### config.mk
export PLATFORM = sky130hd
export DESIGN_NAME = uart_tx_buffered_flat
export DESIGN_NICKNAME = d
export VERILOG_FILES = /design/src/rtl/uart_tx_buffered_if.sv /design/src/rtl/uart_tx_buffered.sv /design/src/flat_wrapper.sv
export SDC_FILE = /design/constraint.sdc
export NUM_CORES = 1
export LEC_CHECK = 0
export CAP_MARGIN = 25
export CORE_MARGIN = 2
export CORE_UTILIZATION = 30
export DETAILED_ROUTE_END_ITERATION = 12
export DONT_BUFFER_PORTS = 1
export MAX_ROUTING_LAYER = met4
export REMOVE_ABC_BUFFERS = 1
export SETUP_SLACK_MARGIN = 0.1
export SYNTH_ARGS = -nofsm -noshare
export SYNTH_HDL_FRONTEND = slang
export SYNTH_SLANG_ARGS = --single-unit
### constraint.sdc
create_clock -name Sys_clk -period 2.6 [get_ports Sys_clk]
set_clock_uncertainty 0.2 [all_clocks]
set_input_delay 0.52 -clock Sys_clk [delete_from_list [all_inputs] [get_ports Sys_clk]]
set_output_delay 0.52 -clock Sys_clk [all_outputs]
set_load 0.02 [all_outputs]
### src/rtl/uart_tx_buffered_if.sv
// uart_tx_buffered_if
//   Byte-write and status bundle of the buffered UART transmitter.
//   master : the byte producer (drives data_in / tx_req, observes status)
//   slave  : the transmitter (accepts bytes, drives line and status)
// Signals:
//   data_in  [7:0] byte to transmit
//   tx_req         write strobe, accepted when tx_req && tx_ready
//   tx_ready       FIFO not full (registered)
//   tx             serial line, idle high
//   tx_busy        high for every cycle of a frame
//   tx_done        one-cycle pulse in the last stop-bit cycle
//   overflow       sticky, write attempted while not ready
interface uart_tx_buffered_if;
   logic [7:0] data_in;
   logic       tx_req;
   logic       tx_ready;
   logic       tx;
   logic       tx_busy;
   logic       tx_done;
   logic       overflow;

   modport master (
      output data_in, tx_req,
      input  tx_ready, tx, tx_busy, tx_done, overflow
   );

   modport slave (
      input  data_in, tx_req,
      output tx_ready, tx, tx_busy, tx_done, overflow
   );
endinterface

### src/rtl/uart_tx_buffered.sv
// uart_tx_buffered
//   Buffered 8N1 UART transmitter. Bytes are queued in a FIFO and shifted out
//   LSB first. Back-to-back frames leave no idle gap while the FIFO holds data.
// Ports:
//   Sys_clk  system clock, all logic on its rising edge
//   Rst      synchronous active-high reset; flushes the FIFO, aborts any frame
//   bus      uart_tx_buffered_if.slave (byte write, line and status outputs)
//
// FSM states:
//   state | meaning
//   IDLE  | line high, pops the FIFO as soon as it holds a byte
//   START | start bit (line low) for BIT_CYC cycles
//   DATA  | 8 data bits, BIT_CYC cycles each, LSB first
//   STOP  | stop bit (line high); pops the next byte in its last cycle
module uart_tx_buffered #(
   parameter int CLK_FREQ   = 50_000_000,
   parameter int BAUD       = 9600,
   parameter int FIFO_DEPTH = 16
) (
   input  logic               Sys_clk,
   input  logic               Rst,
   uart_tx_buffered_if.slave  bus
);

   localparam int BIT_CYC = CLK_FREQ / BAUD;
   localparam int BAUD_W  = (BIT_CYC > 1) ? $clog2(BIT_CYC) : 1;
   localparam int PTR_W   = $clog2(FIFO_DEPTH);
   localparam int CNT_W   = PTR_W + 1;

   typedef enum logic [1:0] {
      S_IDLE  = 2'd0,
      S_START = 2'd1,
      S_DATA  = 2'd2,
      S_STOP  = 2'd3
   } state_t;

   // FIFO
   logic [7:0]       r_mem [FIFO_DEPTH];
   logic [PTR_W-1:0] r_wr_ptr;
   logic [PTR_W-1:0] r_rd_ptr;
   logic [CNT_W-1:0] r_count;
   logic [CNT_W-1:0] w_count_next;
   logic             r_tx_ready;
   logic             r_overflow;

   // transmit engine
   state_t           r_state;
   logic [BAUD_W-1:0] r_baud;
   logic [2:0]       r_bit_idx;
   logic [7:0]       r_shift;
   logic             r_tx;
   logic             r_tx_busy;
   logic             r_tx_done;

   logic             w_push;
   logic             w_pop;
   logic             w_bit_end;
   logic             w_not_empty;

   assign w_not_empty = (r_count != '0);
   assign w_bit_end   = (r_baud == BAUD_W'(BIT_CYC - 1));
   // The ready flag is registered, so a write on the edge that frees a slot
   // of a full FIFO is still refused.
   assign w_push      = bus.tx_req && r_tx_ready;
   assign w_pop       = w_not_empty &&
                        ((r_state == S_IDLE) || ((r_state == S_STOP) && w_bit_end));

   always_comb begin
      w_count_next = r_count;
      if (w_push && !w_pop)
         w_count_next = r_count + CNT_W'(1);
      else if (!w_push && w_pop)
         w_count_next = r_count - CNT_W'(1);
   end

   // Storage has no reset; only the pointers define what is valid.
   always_ff @(posedge Sys_clk) begin
      if (w_push)
         r_mem[r_wr_ptr] <= bus.data_in;
   end

   always_ff @(posedge Sys_clk) begin
      if (Rst) begin
         r_wr_ptr   <= '0;
         r_rd_ptr   <= '0;
         r_count    <= '0;
         r_tx_ready <= 1'b1;
         r_overflow <= 1'b0;
      end else begin
         if (w_push)
            r_wr_ptr <= r_wr_ptr + PTR_W'(1);
         if (w_pop)
            r_rd_ptr <= r_rd_ptr + PTR_W'(1);
         r_count    <= w_count_next;
         r_tx_ready <= (w_count_next < CNT_W'(FIFO_DEPTH));
         if (bus.tx_req && !r_tx_ready)
            r_overflow <= 1'b1;
      end
   end

   // Line outputs are registered from the current state, so they trail the
   // state register by one cycle; tx_done lines up with the final stop cycle
   // on the line rather than in the state register.
   always_ff @(posedge Sys_clk) begin
      if (Rst) begin
         r_state   <= S_IDLE;
         r_baud    <= '0;
         r_bit_idx <= '0;
         r_shift   <= '0;
         r_tx      <= 1'b1;
         r_tx_busy <= 1'b0;
         r_tx_done <= 1'b0;
      end else begin
         r_tx_busy <= (r_state != S_IDLE);
         r_tx_done <= (r_state == S_STOP) && w_bit_end;

         unique case (r_state)
            S_IDLE:  r_tx <= 1'b1;
            S_START: r_tx <= 1'b0;
            S_DATA:  r_tx <= r_shift[0];
            S_STOP:  r_tx <= 1'b1;
            default: r_tx <= 1'b1;
         endcase

         unique case (r_state)
            S_IDLE: begin
               r_baud <= '0;
               if (w_pop) begin
                  r_shift   <= r_mem[r_rd_ptr];
                  r_bit_idx <= '0;
                  r_state   <= S_START;
               end
            end
            S_START: begin
               if (w_bit_end) begin
                  r_baud    <= '0;
                  r_bit_idx <= '0;
                  r_state   <= S_DATA;
               end else begin
                  r_baud <= r_baud + BAUD_W'(1);
               end
            end
            S_DATA: begin
               if (w_bit_end) begin
                  r_baud  <= '0;
                  r_shift <= {1'b0, r_shift[7:1]};
                  if (r_bit_idx == 3'd7)
                     r_state <= S_STOP;
                  else
                     r_bit_idx <= r_bit_idx + 3'd1;
               end else begin
                  r_baud <= r_baud + BAUD_W'(1);
               end
            end
            S_STOP: begin
               if (w_bit_end) begin
                  r_baud <= '0;
                  if (w_pop) begin
                     r_shift   <= r_mem[r_rd_ptr];
                     r_bit_idx <= '0;
                     r_state   <= S_START;
                  end else begin
                     r_state <= S_IDLE;
                  end
               end else begin
                  r_baud <= r_baud + BAUD_W'(1);
               end
            end
            default: begin
               r_baud  <= '0;
               r_state <= S_IDLE;
            end
         endcase
      end
   end

   assign bus.tx_ready = r_tx_ready;
   assign bus.tx       = r_tx;
   assign bus.tx_busy  = r_tx_busy;
   assign bus.tx_done  = r_tx_done;
   assign bus.overflow = r_overflow;

endmodule
### src/flat_wrapper.sv
// flat-port wrapper written by rule: the top's interface ports become plain ports
module uart_tx_buffered_flat 
#(
   parameter int CLK_FREQ   = 50_000_000,
   parameter int BAUD       = 9600,
   parameter int FIFO_DEPTH = 16
)
  (Sys_clk, Rst, bus_data_in, bus_tx_req, bus_tx_ready, bus_tx, bus_tx_busy, bus_tx_done, bus_overflow);
  uart_tx_buffered_if bus_i ();
  input  logic Sys_clk;
  input  logic Rst;
  input wire logic [$bits(bus_i.data_in)-1:0] bus_data_in;
  input wire logic [$bits(bus_i.tx_req)-1:0] bus_tx_req;
  output wire logic [$bits(bus_i.tx_ready)-1:0] bus_tx_ready;
  output wire logic [$bits(bus_i.tx)-1:0] bus_tx;
  output wire logic [$bits(bus_i.tx_busy)-1:0] bus_tx_busy;
  output wire logic [$bits(bus_i.tx_done)-1:0] bus_tx_done;
  output wire logic [$bits(bus_i.overflow)-1:0] bus_overflow;
  assign bus_i.data_in = bus_data_in;
  assign bus_i.tx_req = bus_tx_req;
  assign bus_tx_ready = bus_i.tx_ready;
  assign bus_tx = bus_i.tx;
  assign bus_tx_busy = bus_i.tx_busy;
  assign bus_tx_done = bus_i.tx_done;
  assign bus_overflow = bus_i.overflow;
  uart_tx_buffered #(.CLK_FREQ(CLK_FREQ), .BAUD(BAUD), .FIFO_DEPTH(FIFO_DEPTH)) u_core (.Sys_clk(Sys_clk), .Rst(Rst), .bus(bus_i));
endmodule
Word-level counts from Yosys, hierarchy flattened

Memory sizes are Yosys's and may differ from the RTL's. A register that Yosys moved wholly into a read port is not among the register bits.
Index checks and enable logic that the tools add are counted.

Register bits: 44
Latch bits: 0
Memory bits (writable): 128
Memory bits (read-only): 0
Input port bits: 11
Output and inout bits: 5
Word-level logic and storage cells: 76
Memories kept: 1

Memory list:

| name         | words | width | read ports | clocked after Yosys merged registers in | write ports | RTL line               | text |
|---|---|---|---|---|---|---|---|
| u_core.r_mem | 16    | 8     | 1          | 1                                       | 1           | uart_tx_buffered.sv:38 | `logic [7:0] r_mem [FIFO_DEPTH];` |

$add $sub $neg: 6
$mul: 0
Divide/modulo/power cells: 0
$lt $le $gt $ge: 1
Equality and inequality tests: 11
Shift operators: 0
Muxes and demuxes: 26
Bitwise logic cells: 0
Reduce and logical (&&, ||, !) cells: 19

Operator list:

| cell                  | count |
|---|---|
| $pmux 13 s2           | 1 |
| $mux 8                | 3 |
| $pmux 8 s3            | 1 |
| $mux 3                | 5 |
| $add 13x1->13 const B | 1 |
| $eq 13x13->1 const B  | 1 |
| $mux 13               | 1 |
| $pmux 3 s4            | 1 |
| $mux 2                | 5 |
| $mux 5                | 2 |
| $ne 2x1->1 const B    | 5 |
| $add 4x1->4 const B   | 2 |
| $mux 4                | 2 |
| $pmux 2 s4            | 1 |
| $logic_and 1x1->1     | 6 |
| $add 5x1->5 const B   | 1 |
| $lt 5x5->1 const B    | 1 |
| $reduce_and 5->1      | 1 |
| $reduce_bool 5->1     | 1 |
| $sub 5x1->5 const B   | 1 |
| $eq 2x2->1 const B    | 2 |
| $reduce_and 4->1      | 1 |
| $add 3x1->3 const B   | 1 |
| $eq 3x3->1 const B    | 1 |
| 12 further kinds      | 16 |

Depth between registers and ports, before layout

Depth after elaboration: 8
Depth in mapped cells: 12
Gate-level depth less buffers: 11

Worst setup path before layout

No wires, ideal clock.

Path type: reg-to-reg
From: register u_core.r_count[0]
To: register (tool-made name)
Setup time: 0.128 ns
Data arrival time: 2.303 ns
Data required time: 2.272 ns
Setup slack: -0.030 ns
Cell stages (with the launch flop): 13
Path buffers: 1
Period minus slack after synthesis: 2.630 ns
Cells stage by stage: dfxtp_1 -> inv_1 -> ha_1 -> nor4b_1 -> nor2_2 -> inv_1 -> ha_1 -> clkbuf_1 -> nand2b_1 -> a21oi_1 -> a211o_1 -> a22oi_1 -> nor2_1

RTL lines:

| element                | RTL line               | text |
|---|---|---|
| start, declared        | uart_tx_buffered.sv:41 | `logic [CNT_W-1:0] r_count;` |
| start signal, assigned | uart_tx_buffered.sv:94 | `r_count <= w_count_next;` |

Worst setup path after layout

From: register u_core.r_baud[0]
To: register u_core.r_count[3]

Cells in the longest elaborated chain, start to end: 7
Elaborated cells on any way between the ends: 9
Those cells by class: eq/ne: 1; mux: 2; reduce/logical: 6

RTL lines:

| element                                              | RTL line                                       | text |
|---|---|---|
| start, declared                                      | uart_tx_buffered.sv:48                         | `logic [BAUD_W-1:0] r_baud;` |
| start signal, assigned                               | uart_tx_buffered.sv:140                        | `r_baud <= r_baud + BAUD_W'(1);` |
| start signal, assigned                               | uart_tx_buffered.sv:152                        | `r_baud <= r_baud + BAUD_W'(1);` |
| start signal, assigned                               | uart_tx_buffered.sv:166                        | `r_baud <= r_baud + BAUD_W'(1);` |
| $eq 13x13->1 (*)                                     | uart_tx_buffered.sv:61                         | `assign w_bit_end = (r_baud == BAUD_W'(BIT_CYC - 1));` |
| $logic_and 1x1->1 (*)                                | uart_tx_buffered.sv:66                         | `((r_state == S_IDLE) \|\| ((r_state == S_STOP) && w_bit_end));` |
| $logic_or 1x1->1 (*)                                 | uart_tx_buffered.sv:66                         |  |
| $logic_and 1x1->1 (*)                                | uart_tx_buffered.sv:65                         | `assign w_pop = w_not_empty &&` |
| $logic_and 1x1->1 or $logic_not 1->1 (tied branches) | uart_tx_buffered.sv:72, uart_tx_buffered.sv:70 |  |
| $mux 5 or $logic_and 1x1->1 (tied branches)          | uart_tx_buffered.sv:72, uart_tx_buffered.sv:70 |  |
| $mux 5 (*)                                           | uart_tx_buffered.sv:70                         | `if (w_push && !w_pop)` |

Mark *: on every way between the ends. The rest lies on a longest branch, timed or not.
A chain may end at the register's enable or synchronous reset.

==> results.txt <==
Summing the areas of all compound-gate instances in the mapped netlist gives 5.10% of the synthesized area. At the end of the flow, the number of nets in the layout was 539. In this run the static leakage power is 2.74 nW. The first routing iteration left 377 violations. The signal arrival time at the worst endpoint is 2.44 ns. The sequential cell area fraction in the yosys report is 66.1%. The portion of synthesized cell area occupied by the leading cell type came out at 52.9%. The H-tree generated during clock tree synthesis spans 4 levels. Of the total synthesized cell area, the portion taken by full adders, half adders and majority gates is 3.44%. In the routed layout, each cell is associated on average with a via count of 4.78. The number of max-capacitance violations reported is 0.

The min-delay analysis places its worst path in the category input port to flip-flop. The completed layout was analyzed and its total power is 0.00785 W. The post-placement setup slack came out at 0.0660 ns. In this run the tightest slew margin relative to its limit is 34.7%.

By area the synthesized netlist is led by sky130_fd_sc_hd__edfxtp_1 (53%), sky130_fd_sc_hd__dfxtp_1 (13%), sky130_fd_sc_hd__mux4_2 (9.9%). The worst endpoint required time is 2.71 ns. The post-route fraction of the period consumed by the critical path came out at 89.6%. The worst setup path is launched from a flip-flop. The first-pass iteration count of the detailed router came out at 5.

Across every metal layer, demand over resource in global routing totals 12.5%. The fraction of final layout cells sized beyond drive strength 1 is 20.7%. The worst-case register-to-register setup slack came out at 0.27 ns. The number of global-route vias before repair is 4279.

The worst-path maximum fanout came out at 4. The number of flops mapped to enable cells by yosys is 128. Among all flip-flop cells after synthesis, the most frequent one is sky130_fd_sc_hd__edfxtp_1. The run finished with clean final reports.

The initial utilization of the core area, before any placement, comes to 30.8%. The HPWL after detailed placement is 9350 microns. The post-placement cell area came out at 0.00776 sq mm. Traced cell by cell, the critical path runs through ha_1 > and4bb_4 > a41oi_4 > nor2_4 > buf_4 > buf_4 > ha_1 > a21oi_1 > a41oi_1 > o21ai_0 > a21oi_1. The actual transition at the worst max-transition pin is 0.977 ns.

The core footprint came out at 0.0236 sq mm. The largest individual stage delay along the critical path comes from the cell sky130_fd_sc_hd__dfxtp_2. The floorplan step defined a die boundary enclosing 0.0255 sq mm. The final critical-path required period is 2.33 ns. The wire length reported by the detailed router is 14700 microns. The worst stage delay on the critical path is 0.33 ns.

TritonCTS built the clock tree. The start-to-end type of the worst setup path is flip-flop to flip-flop. The total power divided by cell area is 925 mW/mm^2. The total DRC errors in the routed layout is 0. The width of the chip is 160 microns.

The floorplan die height is 160 microns. In the post-route analysis, the smallest setup slack over all paths is 0.271 ns. The hold violation count in the final report came to 0. The final weighted congestion in routability-driven placement came out at 0.803. After synthesis, the netlist uses 55 different library cells. The clock latency at the later pin of the worst-skew pair came out at 0.44 ns. Summing all non-filler instances in the final layout gives an area of 0.00849 sq mm.

The count of pins on the block boundary is 16. The max-slew violation count came out at 0. The number of storage elements in the synthesis netlist came out at 176. Summed over all instances, the cell type with the most area after synthesis is sky130_fd_sc_hd__edfxtp_1.

During placement, the flow inserted port buffers numbering 0. The clock passes through at most 2 buffers. Detailed routing inserted a total of 4027 vias. The per-instance average area after synthesis is 15.4 sq um.

The worst-case vdd ir drop came out at 0.000404 V. Entering global routing, the biggest net connects 33 pins. The worst setup path is captured at a flip-flop. The synthesized cell area is 0.00726 sq mm. Setup repair after global routing left no endpoint under its margin. The count of nets left with antenna violations once routing finished came out at 0. In the synthesized netlist the async set-or-reset flop fraction comes to 0%. The total number of clock tree sinks is 176. In this run the clock root is driven by a sky130_fd_sc_hd__clkbuf_16. Yosys printed 0 warnings. The total global routing overflow is 0. The row count came out at 56.

In the synthesized netlist, mux cells make up 12.1% of the area. The post-synthesis share of cell area spent on and, or, nand and nor gates came out at 8.97%. The number of buffers added by the clock tree synthesis step came out at 17.

The synthesized instance count is 473. The final non-filler cell total came out at 842. The total of endpoints with negative setup slack in the final report came out at 0. The achievable frequency came out at 429 MHz. The fraction of synthesized cell area in xor and xnor cells came out at 2.17%. The global-route wire length before repair is 23400 microns.

The synthesis-to-layout area growth is 16.9%. The number of antenna violations at the first check in global routing was 2. The register clock-pin slew on the reported worst setup and hold paths came out at 0.07 ns. After detailed placement, the design holds a cell count of 796. The dominant combinational cell family by area after synthesis is multiplexers.

The wire length per cell came out at 17.5 microns.
-- layout make-up --
class	count	area, sq um
clock buffer	17	425
timing repair buffer	36	315
clock inverter	15	131
fill	2215	15100
inverter	14	52.6
tap	319	399
antenna	2	5.00
sequential	176	4810
multi-input combinational	263	2350
-- critical path, delay by kind of cell (launching register included) --
kind	cells	cell delay, ns
and+or+nand+nor	2	0.30
buffers and inverters	2	0.27
DFF	1	0.33
AOI/OAI and AO/OA	5	0.70
adders and majority gates	2	0.41
-- registers in the layout, summed over array words and instances, names as in the netlist, 2 cells and up, named ones only --
signal            cells
u_core.r_state        2
u_core.r_bit_idx      3
u_core.r_baud        13
u_core.r_shift        8
u_core.r_wr_ptr       4
u_core.r_rd_ptr       4
u_core.r_count        4
u_core.r_mem        128
-- through the flow --
step	hold WS [ns]	util (%)	setup TNS (ns)
floorplan	0.230	-	-1.55
global placement	0.242	32.9	0
detailed placement	0.257	32.9	0
CTS	0.0357	35.7	0
global route	0.0520	36.0	0
finish	0.0591	36.0	0
-- cells in the mapped netlist (6+ instances only) --
cell type                  instances
sky130_fd_sc_hd__a21oi_1          14
sky130_fd_sc_hd__a222oi_1          6
sky130_fd_sc_hd__clkbuf_1         11
sky130_fd_sc_hd__dfxtp_1          48
sky130_fd_sc_hd__edfxtp_1        128
sky130_fd_sc_hd__ha_1             20
sky130_fd_sc_hd__inv_1            13
sky130_fd_sc_hd__mux2i_1          15
sky130_fd_sc_hd__mux4_2           32
sky130_fd_sc_hd__nand2_1          20
sky130_fd_sc_hd__nand2b_1          6
sky130_fd_sc_hd__nand3_1          10
sky130_fd_sc_hd__nor2_1           51
sky130_fd_sc_hd__nor3_1            9
sky130_fd_sc_hd__o21ai_0           7
sky130_fd_sc_hd__o21ai_1           7
sky130_fd_sc_hd__xnor2_1           9
sky130_fd_sc_hd__xor2_1            9
-- where the power goes --
| part | switching, W | internal [W] | total (W) |
|---|---|---|---|
| clock network | 0.00113 | 0.00126 | 0.00239 |
| logic | 0.00110 | 0.000976 | 0.00207 |
| registers | 0.000164 | 0.00322 | 0.00339 |
-- cells in the final DEF (no fill, tap or decap), drive strengths merged, types with 8 or more instances in the layout --
master / synthesis / layout
dlygate4sd3: 0 / 8
o21ai: 14 / 14
inv: 13 / 20
nor2: 52 / 52
nand2: 20 / 20
mux4: 32 / 32
nand3: 11 / 11
xnor2: 9 / 9
dfxtp: 48 / 48
buf: 9 / 28
edfxtp: 128 / 128
nor3: 9 / 9
mux2i: 15 / 15
xor2: 9 / 9
ha: 20 / 20
clkbuf: 11 / 17
a21oi: 15 / 15
-- final timing paths --
path | cells past startpoint | endpoint | from
hold / removal | 2 | u_core.bus.overflow$_SDFFE_PP0P_ | bus_tx_req
setup / recovery | 11 | u_core.r_count[3]$_SDFFE_PP0P_ | u_core.r_baud[0]$_SDFF_PP0_
setup reg to reg | 11 | u_core.r_count[3]$_SDFFE_PP0P_ | u_core.r_baud[0]$_SDFF_PP0_
hold reg to reg | 1 | u_core.r_baud[0]$_SDFF_PP0_ | u_core.r_baud[0]$_SDFF_PP0_
-- repair_timing --
| action | 4_1_cts | 5_1_grt |
|---|---|---|
| pin swaps | 1 | 1 |
| buffers inserted | 1 | 2 |
| endpoints found under the hold margin | 163 | 0 |
| setup endpoints to repair | 4 | 13 |
| hold buffers | 9 | 0 |
| resized for setup | 2 | 8 |
-- cells by family (layout without fill, tap and decap cells) --
| family | Yosys count | count (layout) |
|---|---|---|
| mux | 48 | 48 |
| simple gates | 125 | 125 |
| xor+xnor | 18 | 18 |
| other cells | 0 | 2 |
| flops | 176 | 176 |
| compound gates | 52 | 52 |
| buf+inv | 34 | 82 |
| fa+ha+maj | 20 | 20 |
-- routing by layer --
metal / GRT usage (%) / routed length (microns) / up-vias
li1: - / - / 1890
met1: 14.3 / 6210 / 2059
met2: 20.7 / 7640 / 65
met3: 3.40 / 689 / 13
met4: 5.62 / 198 / 0
met5: - / 0 / -
Power figures use the tool's default switching activity.
